<file path="config.mk">
export PLATFORM = sky130hd
export DESIGN_NAME = audio_i2s_rx
export DESIGN_NICKNAME = d
export VERILOG_FILES = /design/src/rtl/audio_i2s_rx.sv
export SDC_FILE = /design/constraint.sdc
export NUM_CORES = 1
export LEC_CHECK = 0
export CAP_MARGIN = 5
export CORE_AREA = 2 2 125 139
export CTS_BUF_LIST = sky130_fd_sc_hd__clkbuf_8
export DETAILED_ROUTE_END_ITERATION = 7
export DIE_AREA = 0 0 127 141
export PLACE_DENSITY_LB_ADDON = 0.08
export REMOVE_ABC_BUFFERS = 1
export SLEW_MARGIN = 20
export SYNTH_ARGS = -nofsm -noshare
export SYNTH_HDL_FRONTEND = slang
export SYNTH_SLANG_ARGS = --single-unit
</file>
<file path="constraint.sdc">
create_clock -name i_clk -period 2.9 [get_ports i_clk]
set_input_delay 0.58 -clock i_clk [delete_from_list [all_inputs] [get_ports i_clk]]
set_output_delay 0.58 -clock i_clk [all_outputs]
set_load 0.1 [all_outputs]
</file>
<file path="src/rtl/audio_i2s_rx.sv">
// I2S capture engine: synchronises BCLK/LRCK/DAT, deserialises per-slot samples into a FWFT FIFO.
// Define AUDIO_I2S_RX_LJ_EN for left-justified input (no one-bit delay after the LRCK edge).
module audio_i2s_rx #(
  parameter int SAMPLE_W   = 16,
  parameter int FIFO_DEPTH = 8,
  parameter int STEREO     = 1
) (
  input  logic                              i_clk,
  input  logic                              i_rst,
  input  logic                              i_en,
  input  logic                              i_AUD_BCLK,
  input  logic                              i_AUD_ADCLRCK,
  input  logic                              i_AUD_ADCDAT,
  output logic [SAMPLE_W-1:0]               o_data,
  output logic                              o_chan,
  output logic                              o_valid,
  input  logic                              i_ready,
  output logic [$clog2(FIFO_DEPTH+1)-1:0]   o_level,
  output logic                              o_overflow,
  input  logic                              i_clr_ovf
);

  localparam int AW = $clog2(FIFO_DEPTH);
  localparam int LW = $clog2(FIFO_DEPTH + 1);
  localparam int CW = $clog2(SAMPLE_W);

  localparam logic [2:0] S_IDLE  = 3'd0;
  localparam logic [2:0] S_ALIGN = 3'd1;
  localparam logic [2:0] S_SKIP  = 3'd2;
  localparam logic [2:0] S_SHIFT = 3'd3;
  localparam logic [2:0] S_HOLD  = 3'd4;

  // State entered on every LRCK edge: left-justified data starts immediately.
`ifdef AUDIO_I2S_RX_LJ_EN
  localparam logic [2:0] S_START = S_SHIFT;
`else
  localparam logic [2:0] S_START = S_SKIP;
`endif

  logic [2:0] bclk_q, lrck_q;
  logic [1:0] dat_q;
  logic       bclk_rise, lrck_edge, lrck, dat;

  always_ff @(posedge i_clk or posedge i_rst) begin
    if (i_rst) begin
      bclk_q <= '0;
      lrck_q <= '0;
      dat_q  <= '0;
    end else begin
      bclk_q <= {bclk_q[1:0], i_AUD_BCLK};
      lrck_q <= {lrck_q[1:0], i_AUD_ADCLRCK};
      dat_q  <= {dat_q[0], i_AUD_ADCDAT};
    end
  end

  assign bclk_rise = bclk_q[1] & ~bclk_q[2];
  assign lrck_edge = lrck_q[1] ^ lrck_q[2];
  assign lrck      = lrck_q[1];
  assign dat       = dat_q[1];

  logic [2:0]          state_q, state_d;
  logic                chan_q, chan_d;
  logic [CW-1:0]       cnt_q, cnt_d;
  logic [SAMPLE_W-1:0] shreg_q, shreg_d, word;
  logic                push;

  always_comb begin
    // NOTE: every variable gets a default first so no path can infer a latch.
    state_d = state_q;
    chan_d  = chan_q;
    cnt_d   = cnt_q;
    shreg_d = shreg_q;
    push    = 1'b0;
    word    = {shreg_q[SAMPLE_W-2:0], dat};
    if (!i_en) begin
      state_d = S_IDLE;
    end else begin
      case (state_q)
        S_IDLE: state_d = S_ALIGN;
        S_ALIGN, S_HOLD: begin
          if (lrck_edge) begin
            state_d = S_START;
            chan_d  = lrck;
            cnt_d   = '0;
          end
        end
        S_SKIP: begin
          if (lrck_edge) begin
            chan_d = lrck;
          end else if (bclk_rise) begin
            state_d = S_SHIFT;
            cnt_d   = '0;
          end
        end
        S_SHIFT: begin
          // A short slot abandons the partial word and restarts on the new channel.
          if (lrck_edge) begin
            state_d = S_START;
            chan_d  = lrck;
            cnt_d   = '0;
          end else if (bclk_rise) begin
            shreg_d = word;
            if (cnt_q == CW'(SAMPLE_W - 1)) begin
              state_d = S_HOLD;
              push    = (STEREO != 0) || !chan_q;
            end else begin
              cnt_d = cnt_q + CW'(1);
            end
          end
        end
        default: state_d = S_IDLE;
      endcase
    end
  end

  always_ff @(posedge i_clk or posedge i_rst) begin
    if (i_rst) begin
      state_q <= S_IDLE;
      chan_q  <= 1'b0;
      cnt_q   <= '0;
      shreg_q <= '0;
    end else begin
      state_q <= state_d;
      chan_q  <= chan_d;
      cnt_q   <= cnt_d;
      shreg_q <= shreg_d;
    end
  end

  logic [SAMPLE_W:0] mem [FIFO_DEPTH];
  logic [AW-1:0]     wr_q, rd_q;
  logic [LW-1:0]     level_q, level_d;
  logic              ovf_q, pop, full, wr_en, ovf_set;

  assign pop     = (level_q != '0) & i_ready;
  assign full    = (level_q == LW'(FIFO_DEPTH));
  assign wr_en   = push & (~full | pop);
  assign ovf_set = push & full & ~pop;

  always_comb begin
    level_d = level_q;
    case ({wr_en, pop})
      2'b10:   level_d = level_q + LW'(1);
      2'b01:   level_d = level_q - LW'(1);
      default: level_d = level_q;
    endcase
  end

  always_ff @(posedge i_clk or posedge i_rst) begin
    if (i_rst) begin
      wr_q    <= '0;
      rd_q    <= '0;
      level_q <= '0;
      ovf_q   <= 1'b0;
    end else begin
      if (wr_en) wr_q <= wr_q + AW'(1);
      if (pop)   rd_q <= rd_q + AW'(1);
      level_q <= level_d;
      ovf_q   <= (ovf_q & ~i_clr_ovf) | ovf_set;
    end
  end

  // NOTE: the storage array is deliberately not reset; outputs are masked while empty instead.
  always_ff @(posedge i_clk) begin
    if (wr_en) mem[wr_q] <= {chan_q, word};
  end

  assign o_valid    = (level_q != '0);
  assign o_data     = o_valid ? mem[rd_q][SAMPLE_W-1:0] : '0;
  assign o_chan     = o_valid ? mem[rd_q][SAMPLE_W] : 1'b0;
  assign o_level    = level_q;
  assign o_overflow = ovf_q;

endmodule

</file>
==> reports/results.txt, run 1 <==
yosys warns: 0
Final nets: 465
crit path max fanout: 14
TritonCTS buffer count: 17
DRT iter0 DRCs: 286
dpl hpwl: 8350 um
r2r worst-path depth: 9
Worst Setup End Kind: output pin
power per standard cell area: 815 nW/um2
critical path class: flop to output pin
grt ovf: 0
# fillers: 1398
Worst Hold Path Cells: 0
Relative slew margins: 59.1%
Post-synth EDFFs: 136
Tcrit/Tclk final: 94.9%
CTS clk-pin slew, worst paths: 0.09 ns
Worst Clk Skew: 0.0112 ns
Starting Density: 43.0%
first-pass detailed-route iteration total: 4
Int Power: 4.55 mW
setup tns final: 0 ns
Mapped Area: 7150 um2
Max Cap Viol: 0
Clock Power Share: 24.7%
CTS max path bufs: 2
RD Place Congestion: 0.806
Die W: 127 um
R2R setup slack: 0.48 ns
Sw Share: 34.2%
HP Class: flop to flop
reg-to-reg startpoint: state_q[2]
Chip Height: 141 um
Logic pwr share: 33.0%
hold slack final: 0.352 ns
Worst Path Required: 2.32 ns
clock root buffer: clkbuf_8
drt via density: 5.36
r2r endpoint: o_level[3]
I/O Buffers: 30
core area: 16600 um2
antenna viol nets, final: 0
Slew @ Worst Pin: 0.613 ns
Unique masters post-synth: 49
final hold viol count: 0
Die ar.: 17900 um2
WP data arrival: 2.17 ns
ys async rst share: 23.6%
DRT Wirelength: 13100 um
number of I/O pins: 31
WL per Instance: 19.5 um
first-pass GRT wire length: 21200 um
setup violators final: 0
RSZ-0062 raised after global routing: false
cell area after layout: 8490 um2
area of the multi-input gates: 1930 um2
Max IR drop VDD: 0.859 mV
antenna cell count: 0
CTS tree: yes
Total Routing Usage GR: 16.0%
Worst Setup Start Kind: flop
Psw: 2.36 mW
drt drc: 0
largest net degree at the start of global routing: 35
fraction of layout cells with a size suffix above 1: 32.5%
Seq cells post-synth: 178
fmax: 363 MHz
initial antenna violation count: 0
sequential share of power: 42.3%
top_reg_cell synth: edfxtp_1
Register Area: 5140 um2
sequential share of the synthesized area: 71.8%
CTS H-tree lvls: 4
synth-to-layout area growth: 18.7%
HP Start: lrck_q[0]
Min-Delay Endpoint: lrck_q[1]
vias in the first global route: 3768
row cnt: 50
Tmin final: 2.75 ns
clock sinks: 178
DP Area: 8060 um2
leakage power: 3.13 nW
Mapped Cells: 390
Clk Latency, worst-skew pair: 0.45 ns
Vias: 3605
Synth Area per Inst: 18.3 um2
status: finished clean
max-slew violations: 0
[worst max-delay path, cell delays in order, from the launching register on]
cell     delay [ns]
dfrtp_2        0.45
buf_8          0.22
mux4_2         0.52
mux2i_1        0.23
nor2_1         0.11
buf_12         0.18
[repair_timing]
item,4_1_cts,5_1_grt
gates cloned,0,0
resized for setup,1,2
setup buffers,0,2
hold buffers,0,0
hold endpoints to repair,0,0
endpoints found under the setup margin,2,3
[placed cells by master (no fill, tap or decap), drive strengths merged, types with 2 or more instances in the layout]
cell,synthesis,routed
a21oi,6,6
a22o,2,2
and3,3,3
and3b,2,2
buf,10,52
bufinv,0,3
clkbuf,7,19
clkdlybuf4s50,0,7
clkinv,0,5
dfrtp,42,42
edfxtp,136,136
ha,5,5
inv,7,11
mux2,18,18
mux2i,18,18
mux4,34,34
nand2,14,14
nand2b,4,4
nand3,9,9
nand3b,2,2
nand4,2,2
nor2,29,29
nor2b,3,3
nor3,5,5
nor3b,3,3
o21ai,6,6
xnor2,7,7
[power by group through the flow]
stage	registers (mW)	clock network [mW]	logic [mW]
after floorplan	3.35	0	1.16
after global placement	2.98	0	2.27
after detailed placement	2.98	0	2.28
after CTS	2.93	1.76	2.29
after global routing	2.94	1.87	2.41
final	2.92	1.71	2.28
[cells by family (layout without fill, tap and decap cells)]
family | count (synthesis) | after routing | synth area share [%]
AO/OA/AOI/OAI | 25 | 25 | 2.61
XOR/XNOR | 8 | 8 | 1.08
adder cells (fa/ha/maj) | 6 | 6 | 1.15
buffers and inverters | 24 | 98 | 1.52
flip-flops | 178 | 178 | 71.8
multiplexers | 70 | 70 | 16.1
AND/OR/NAND/NOR | 79 | 79 | 5.70
[final cells by class]
class                           count  share of cell area (%)
Sequential cell                   178                    60.5
Clock inverter                     13                    1.70
Timing Repair Buffer               59                    8.61
Inverter                            7                   0.310
Multi-Input combinational cell    188                    22.7
Clock buffer                       19                    3.08
Tap cell                          208                    3.07
[how the worst max path moves through the flow]
stage                       start  slack [ns]    endpoint  depth (start not counted)
after floorplan           rd_q[0]       -0.96      o_chan                          3
after global routing      rd_q[0]        0.03   o_data[0]                          5
final                     rd_q[0]        0.15   o_data[6]                          5
after global placement       i_en        0.11  o_level[3]                         10
after CTS                 rd_q[0]       0.008   o_data[6]                          5
after detailed placement     i_en        0.03  o_level[3]                         10
[stage by stage]
step / util [%] / std cells / power (mW) / worst slack [ns]
after CTS: 50.9 / 670 / 6.98 / 0.00811
after detailed placement: 48.4 / 638 / 5.26 / 0.0345
final: 51.0 / 672 / 6.91 / 0.148
after global placement: 48.4 / 638 / 5.25 / 0.111
after floorplan: - / 373 / 4.51 / -0.964
after global routing: 51.0 / 672 / 7.22 / 0.0316
[layer usage]
layer	share of wire (%)	GRT usage, %	vias up
met1	44	20.6	1878
met4	1.9	5.44	0
li1	-	-	1645
met5	0	0	-
met3	3.4	4.63	21
met2	51	26.3	61
[Yosys cell counts (all sizes together) (2+ instances only)]
| cell type | count | area share, % |
|---|---|---|
| edfxtp | 136 | 57 |
| mux2 | 18 | 2.9 |
| clkbuf | 7 | 0.37 |
| xnor2 | 7 | 0.96 |
| inv | 7 | 0.37 |
| mux4 | 34 | 11 |
| ha | 5 | 0.87 |
| a21oi | 6 | 0.68 |
| nand4 | 2 | 0.17 |
| and3b | 2 | 0.25 |
| nor2 | 29 | 1.5 |
| nor3 | 5 | 0.35 |
| o21ai | 6 | 0.42 |
| nand2b | 4 | 0.35 |
| nand2 | 14 | 0.77 |
| nand3 | 9 | 0.63 |
| nor3b | 3 | 0.38 |
| and3 | 3 | 0.33 |
| buf | 10 | 0.79 |
| nor2b | 3 | 0.26 |
| nand3b | 2 | 0.21 |
| a22o | 2 | 0.25 |
| dfrtp | 42 | 15 |
| mux2i | 18 | 2.5 |
[state kept, by name, summed over array words and instances (netlist names)]
name	cells
shreg_q	15
chan_q	1
o_overflow	1
bclk_q	3
rd_q	3
dat_q	2
cnt_q	4
mem	136
state_q	3
lrck_q	3
wr_q	3
o_level	4
No activity file was read; power rests on OpenSTA's default activity.
==> run 2: changes to the inputs <==
--- a/config.mk
+++ b/config.mk
@@ -10,6 +10,7 @@
 export CTS_BUF_LIST = sky130_fd_sc_hd__clkbuf_8
 export DETAILED_ROUTE_END_ITERATION = 7
 export DIE_AREA = 0 0 127 141
+export GPL_TIMING_DRIVEN = 0
 export PLACE_DENSITY_LB_ADDON = 0.08
 export REMOVE_ABC_BUFFERS = 1
 export SLEW_MARGIN = 20
==> run 2 against run 1 <==
- cell area down 0.60%
- sequential share of layout area up 0.46 points
- total power is 4.2% lower
- critical path type unchanged
- via count down 0.78%
- non-clock buffer count unchanged
==> reports/results.txt, run 2 (synthesized netlist as in run 1, its figures left out) <==
CTS clk-pin slew, worst paths: 0.08 ns (about the same)
Die ar.: 17900 um2 (unchanged)
dpl hpwl: 8110 um (-2.9%)
Worst Hold Path Cells: 0 (unchanged)
Total Routing Usage GR: 16.8% (+0.85 points)
max-slew violations: 0 (unchanged)
Tcrit/Tclk final: 96.4% (+1.5 points)
antenna cell count: 0 (unchanged)
max reg flops: 136 (unchanged)
row cnt: 50 (unchanged)
clock root buffer: clkbuf_8
drt drc: 0 (unchanged)
Relative slew margins: 35.1% (-24 points)
WP data arrival: 2.22 ns (+0.05 ns)
leakage power: 3.03 nW (-3.4%)
final hold viol count: 0 (unchanged)
hold buffers post-CTS: 0 (unchanged)
fraction of layout cells with a size suffix above 1: 32.1% (-0.43 points)
synth-to-layout area growth: 18.0%
R2R setup slack: 0.40 ns (-0.08 ns)
number of I/O pins: 31 (unchanged)
setup tns final: 0 ns (unchanged)
crit path max fanout: 7 (-7)
Starting Density: 43.0% (unchanged)
Worst Path Required: 2.32 ns (about the same)
Worst Clk Skew: 0.00929 ns (-0.00191 ns)
commonest non-fill, non-tap cell in the layout: edfxtp_1
CTS max path bufs: 2 (unchanged)
drt via density: 5.32 (-0.78%)
HP Start: bclk_q[0]
Slew @ Worst Pin: 0.970 ns (+0.357 ns)
critical path class: flop to output pin
Chip Height: 141 um (unchanged)
vias in the first global route: 3850 (+2.2%)
first-pass detailed-route iteration total: 4 (unchanged)
grt ovf: 0 (unchanged)
setup violators final: 0 (unchanged)
WL per Instance: 20.6 um (+5.7%)
post-route non-filler standard cell count: 672 (unchanged)
largest net degree at the start of global routing: 27 (-23%)
hold slack final: 0.352 ns (+0.000619 ns)
Die W: 127 um (unchanged)
CTS H-tree lvls: 4 (unchanged)
TritonCTS buffer count: 17 (unchanged)
Final nets: 465 (unchanged)
r2r worst-path depth: 6 (-3)
most frequent cells in the layout: edfxtp_1, dfrtp_1, mux4_2, nor2_1, buf_4
clock sinks: 178 (unchanged)
power per standard cell area: 785 nW/um2 (-3.6%)
first-pass GRT wire length: 22000 um (+3.7%)
Worst Setup Start Kind: flop
Min-Delay Endpoint: bclk_q[1]
Vias: 3577 (-0.78%)
HP Class: flop to flop
cell area after layout: 8440 um2 (-0.60%)
reg-to-reg startpoint: lrck_q[2]
DP Area: 7820 um2 (-2.9%)
antenna viol nets, final: 0 (unchanged)
Clk Latency, worst-skew pair: 0.45 ns (about the same)
status: finished clean
Placed Instances: 619 (-3.0%)
most flop-heavy register: mem
RD Place Congestion: 0.758 (-6.0%)
initial antenna violation count: 0 (unchanged)
Max IR drop VDD: 0.892 mV (+3.8%)
fmax: 358 MHz (-1.6%)
worst stage delay on the critical path: 0.55 ns (+0.03 ns)
CTS tree: yes
core area: 16600 um2 (unchanged)
slowest cell on the critical path: dfrtp_4
Tmin final: 2.80 ns (+0.0439 ns)
I/O Buffers: 30 (unchanged)
DRT Wirelength: 13800 um (+5.7%)
crit-path cells: clkbuf_16, mux4_2, mux2i_1, nor2_1, clkbuf_4
r2r endpoint: mem[0][15]
Worst Setup End Kind: output pin
DRT iter0 DRCs: 267 (-6.6%)
Largest regs: mem x136, shreg_q x15
Max Cap Viol: 0 (unchanged)
# fillers: 1396 (-0.14%)
==> run 2: worst max-delay path by stage <==
stage,to,startpoint
5_1_grt,o_data[1],rd_q[0]
6_report,o_data[5],rd_q[0]
2_1_floorplan,o_chan,rd_q[0]
3_3_place_gp,mem[0][9],i_en
4_1_cts,o_data[5],rd_q[0]
3_5_place_dp,mem[0][9],i_en
==> run 2: worst max-delay path, delay by kind of cell (launching register included) <==
kind | cells | cell delay [ns]
buffers and inverters | 2 | 0.49
muxes | 2 | 0.64
and+or+nand+nor | 1 | 0.08
DFF | 1 | 0.55
==> run 2: cell type report <==
type	count	area [um2]	area share [%]
inverter	7	26.3	0.311
clock buffer	17	234	2.77
timing repair buffer	59	682	8.08
clock inverter	15	103	1.22
sequential	178	5140	61.0
multi-input combinational	188	1990	23.6
tap	208	260	3.09
==> run 2: timing repair <==
item                                    CTS  global route
setup buffers                            16             3
resized for setup                        97            20
cloned                                    1             1
pin swaps                                 9             0
endpoints found under the setup margin  157            42
==> run 2: where the power goes <==
group | internal [mW] | total [mW] | leakage [nW] | switching [mW]
Combinational | 0.788 | 2.05 | 1.06 | 1.26
Sequential | 2.80 | 3.09 | 1.80 | 0.290
Clock | 0.652 | 1.48 | 0.170 | 0.828
==> run 2: stage by stage <==
step | utilization, % | setup WS, ns | power [mW]
global route | 50.7 | -0.00374 | 6.93
global placement | 45.8 | -3.04 | 5.01
detailed placement | 47.0 | -1.38 | 5.10
finish | 50.7 | 0.104 | 6.63
CTS | 50.2 | 0.00484 | 6.63
floorplan | - | -0.964 | 4.51
==> run 2: routing by layer <==
layer | vias up | global-route usage, % | wire length, um
li1 | 1646 | - | -
met1 | 1848 | 22.6 | 6120
met2 | 68 | 27.9 | 7060
met3 | 15 | 3.30 | 476
met4 | 0 | 5.61 | 191
met5 | - | 0 | 0
==> run 3: changes to the inputs <==
--- a/config.mk
+++ b/config.mk
@@ -6,10 +6,10 @@
 export NUM_CORES = 1
 export LEC_CHECK = 0
 export CAP_MARGIN = 5
-export CORE_AREA = 2 2 125 139
+export CORE_AREA = 2 2 151 116
 export CTS_BUF_LIST = sky130_fd_sc_hd__clkbuf_8
 export DETAILED_ROUTE_END_ITERATION = 7
-export DIE_AREA = 0 0 127 141
+export DIE_AREA = 0 0 153 118
 export GPL_TIMING_DRIVEN = 0
 export PLACE_DENSITY_LB_ADDON = 0.08
 export REMOVE_ABC_BUFFERS = 1
==> run 3 against run 2 <==
- clock power increased by 26%
- largest power group unchanged
- non-clock buffer count decreased by 1
- flip-flop and latch count unchanged
- critical path depth increased by 1
- clock skew increased by 0.00061 ns
- register-to-register slack got worse by 0.08 ns
- global-route usage decreased by 0.49 points
- worst hold slack improved by 0.00071 ns
- total power increased by 5.6%
- critical path type unchanged
- utilization increased by 0.59 points
- routed wire length increased by 0.27%
- highest routed layer unchanged
==> reports/results.txt, run 3 (synthesized netlist as in run 1, its figures left out) <==
status: finished clean
antenna viol nets, final: 0 (unchanged)
TritonCTS buffer count: 17 (unchanged)
R2R setup slack: 0.32 ns (-0.08 ns)
vias in the first global route: 3757 (-2.4%)
post-place setup slack: -1.34 ns (+0.0338 ns)
most frequent cells in the layout: edfxtp_1, dfrtp_1, mux4_2, nor2_1, buf_4
Clk Latency, worst-skew pair: 0.46 ns (about the same)
Tmin final: 2.80 ns (+0.00751 ns)
commonest non-fill, non-tap cell in the layout: edfxtp_1
Max Cap Viol: 0 (unchanged)
clock root buffer: clkbuf_8
drt via density: 5.37 (+0.89%)
slowest cell on the critical path: dfrtp_4
Worst Setup Start Kind: flop
largest net degree at the start of global routing: 31 (+15%)
Worst setup endpoint: o_data[1]
crit path max fanout: 15 (+8)
max reg flops: 136 (unchanged)
RD Place Congestion: 0.769 (+1.5%)
first-pass detailed-route iteration total: 4 (unchanged)
Worst Path Required: 2.32 ns (about the same)
Slew @ Worst Pin: 0.963 ns (-0.00692 ns)
crit-path leading delay family: buffers and inverters
Worst Setup End Kind: output pin
clock sinks: 178 (unchanged)
CTS tree: yes
most flop-heavy register: mem
leakage power: 3.08 nW (+1.7%)
Pwr Total: 7.00 mW (+5.6%)
setup violators final: 0 (unchanged)
Relative slew margins: 35.6% (+0.46 points)
CTS clk-pin slew, worst paths: 0.09 ns (about the same)
max-slew violations: 0 (unchanged)
r2r endpoint: mem[1][7]
core area: 16600 um2 (-0.43%)
r2r worst-path depth: 6 (unchanged)
Die W: 153 um (+20%)
fmax: 357 MHz (-0.27%)
Worst Clk Skew: 0.00990 ns (+0.000610 ns)
WP data arrival: 2.22 ns (about the same)
drt drc: 0 (unchanged)
grt ovf: 0 (unchanged)
Chip Height: 118 um (-16%)
number of I/O pins: 31 (unchanged)
WL per Instance: 20.5 um (-0.62%)
DRT iter0 DRCs: 233 (-13%)
reg-to-reg startpoint: lrck_q[1]
worst stage delay on the critical path: 0.51 ns (-0.04 ns)
WP buf/inv: 3 (+1)
critical path class: flop to output pin
CTS H-tree lvls: 4 (unchanged)
CTS max path bufs: 2 (unchanged)
final design utilization: 51.3% (+0.59 points)
Tcrit/Tclk final: 96.7% (+0.26 points)
Final nets: 464 (-0.22%)
fraction of layout cells with a size suffix above 1: 31.5% (-0.58 points)
row cnt: 41 (-18%)
Largest regs: mem x136, shreg_q x15
HP Class: flop to flop
Starting Density: 43.2% (+0.18 points)
crit-path cells: buf_12, buf_16, mux4_2, mux2i_1, nor2_1, buf_6
DRT Wirelength: 13900 um (+0.27%)
Vias: 3641 (+1.8%)
antenna cell count: 0 (unchanged)
CP startpoint: rd_q[0]
HP Start: lrck_q[0]
first-pass GRT wire length: 21800 um (-1.0%)
critical path depth: 6 (+1)
Max IR drop VDD: 0.402 mV (-55%)
hold slack final: 0.353 ns (+0.000707 ns)
Total Routing Usage GR: 16.4% (-0.49 points)
final hold viol count: 0 (unchanged)
I/O Buffers: 30 (unchanged)
initial antenna violation count: 0 (unchanged)
Die ar.: 18100 um2 (+0.82%)
dpl hpwl: 8200 um (+1.1%)
Worst Setup Slack, final: 0.0966 ns (-0.00751 ns)
synth-to-layout area growth: 18.8%
power per standard cell area: 824 nW/um2 (+4.9%)
run 3: changes by cell type in the layout (fill, tap and decap cells not counted), sizes merged:
cell,previous run,this run
bufinv,1,5
clkinvlp,4,1
clkinv,8,2
clkbuf,22,19
buf,41,43
inv,9,14
run 3: what timing repair did:
| action | 4_1_cts | 5_1_grt |
|---|---|---|
| endpoints found under the setup margin | 157 | 57 |
| hold buffers | 0 | 0 |
| pin swaps | 8 | 1 |
| cloned | 1 | 0 |
| endpoints found under the hold margin | 0 | 0 |
| resized for setup | 104 | 10 |
| buffers inserted | 13 | 4 |
run 3: routing by layer:
metal  track usage, %  wire length [um]  vias to the layer above
met4             4.92               166                        0
met5                0                 0                        -
li1                 -                 -                     1647
met3             3.90               479                       13
met1             23.3              6630                     1929
met2             25.3              6610                       52
run 3: final cells by class:
class	instances	area, um2
Clock inverter	15	201
Fill cell	1367	8070
Multi-Input combinational cell	188	1980
Clock buffer	17	234
Timing Repair Buffer	58	642
Tap cell	215	269
Inverter	7	26.3
Sequential cell	178	5140
run 3: worst min path at each step:
stage,endpoint,slack [ns],cells past startpoint
after floorplan,bclk_q[1],0.33,0
after global placement,bclk_q[1],0.33,0
after detailed placement,lrck_q[1],0.33,0
after CTS,lrck_q[1],0.36,0
after global routing,lrck_q[1],0.37,0
final,lrck_q[1],0.35,0
run 3: report_power, final:
group          total (mW)  switching, mW  internal [mW]
sequential           3.04          0.243           2.80
clock                1.86          0.850           1.01
combinational        2.10           1.32          0.781
run 3: per-stage QoR:
step	instance area [um2]	setup TNS, ns	cells
floorplan	7070	-37.89	373
global placement	7640	-332.75	618
detailed placement	7840	-168.15	628
CTS	8430	-0.0165	674
global route	8500	-0.00280	678
finish	8500	0	678
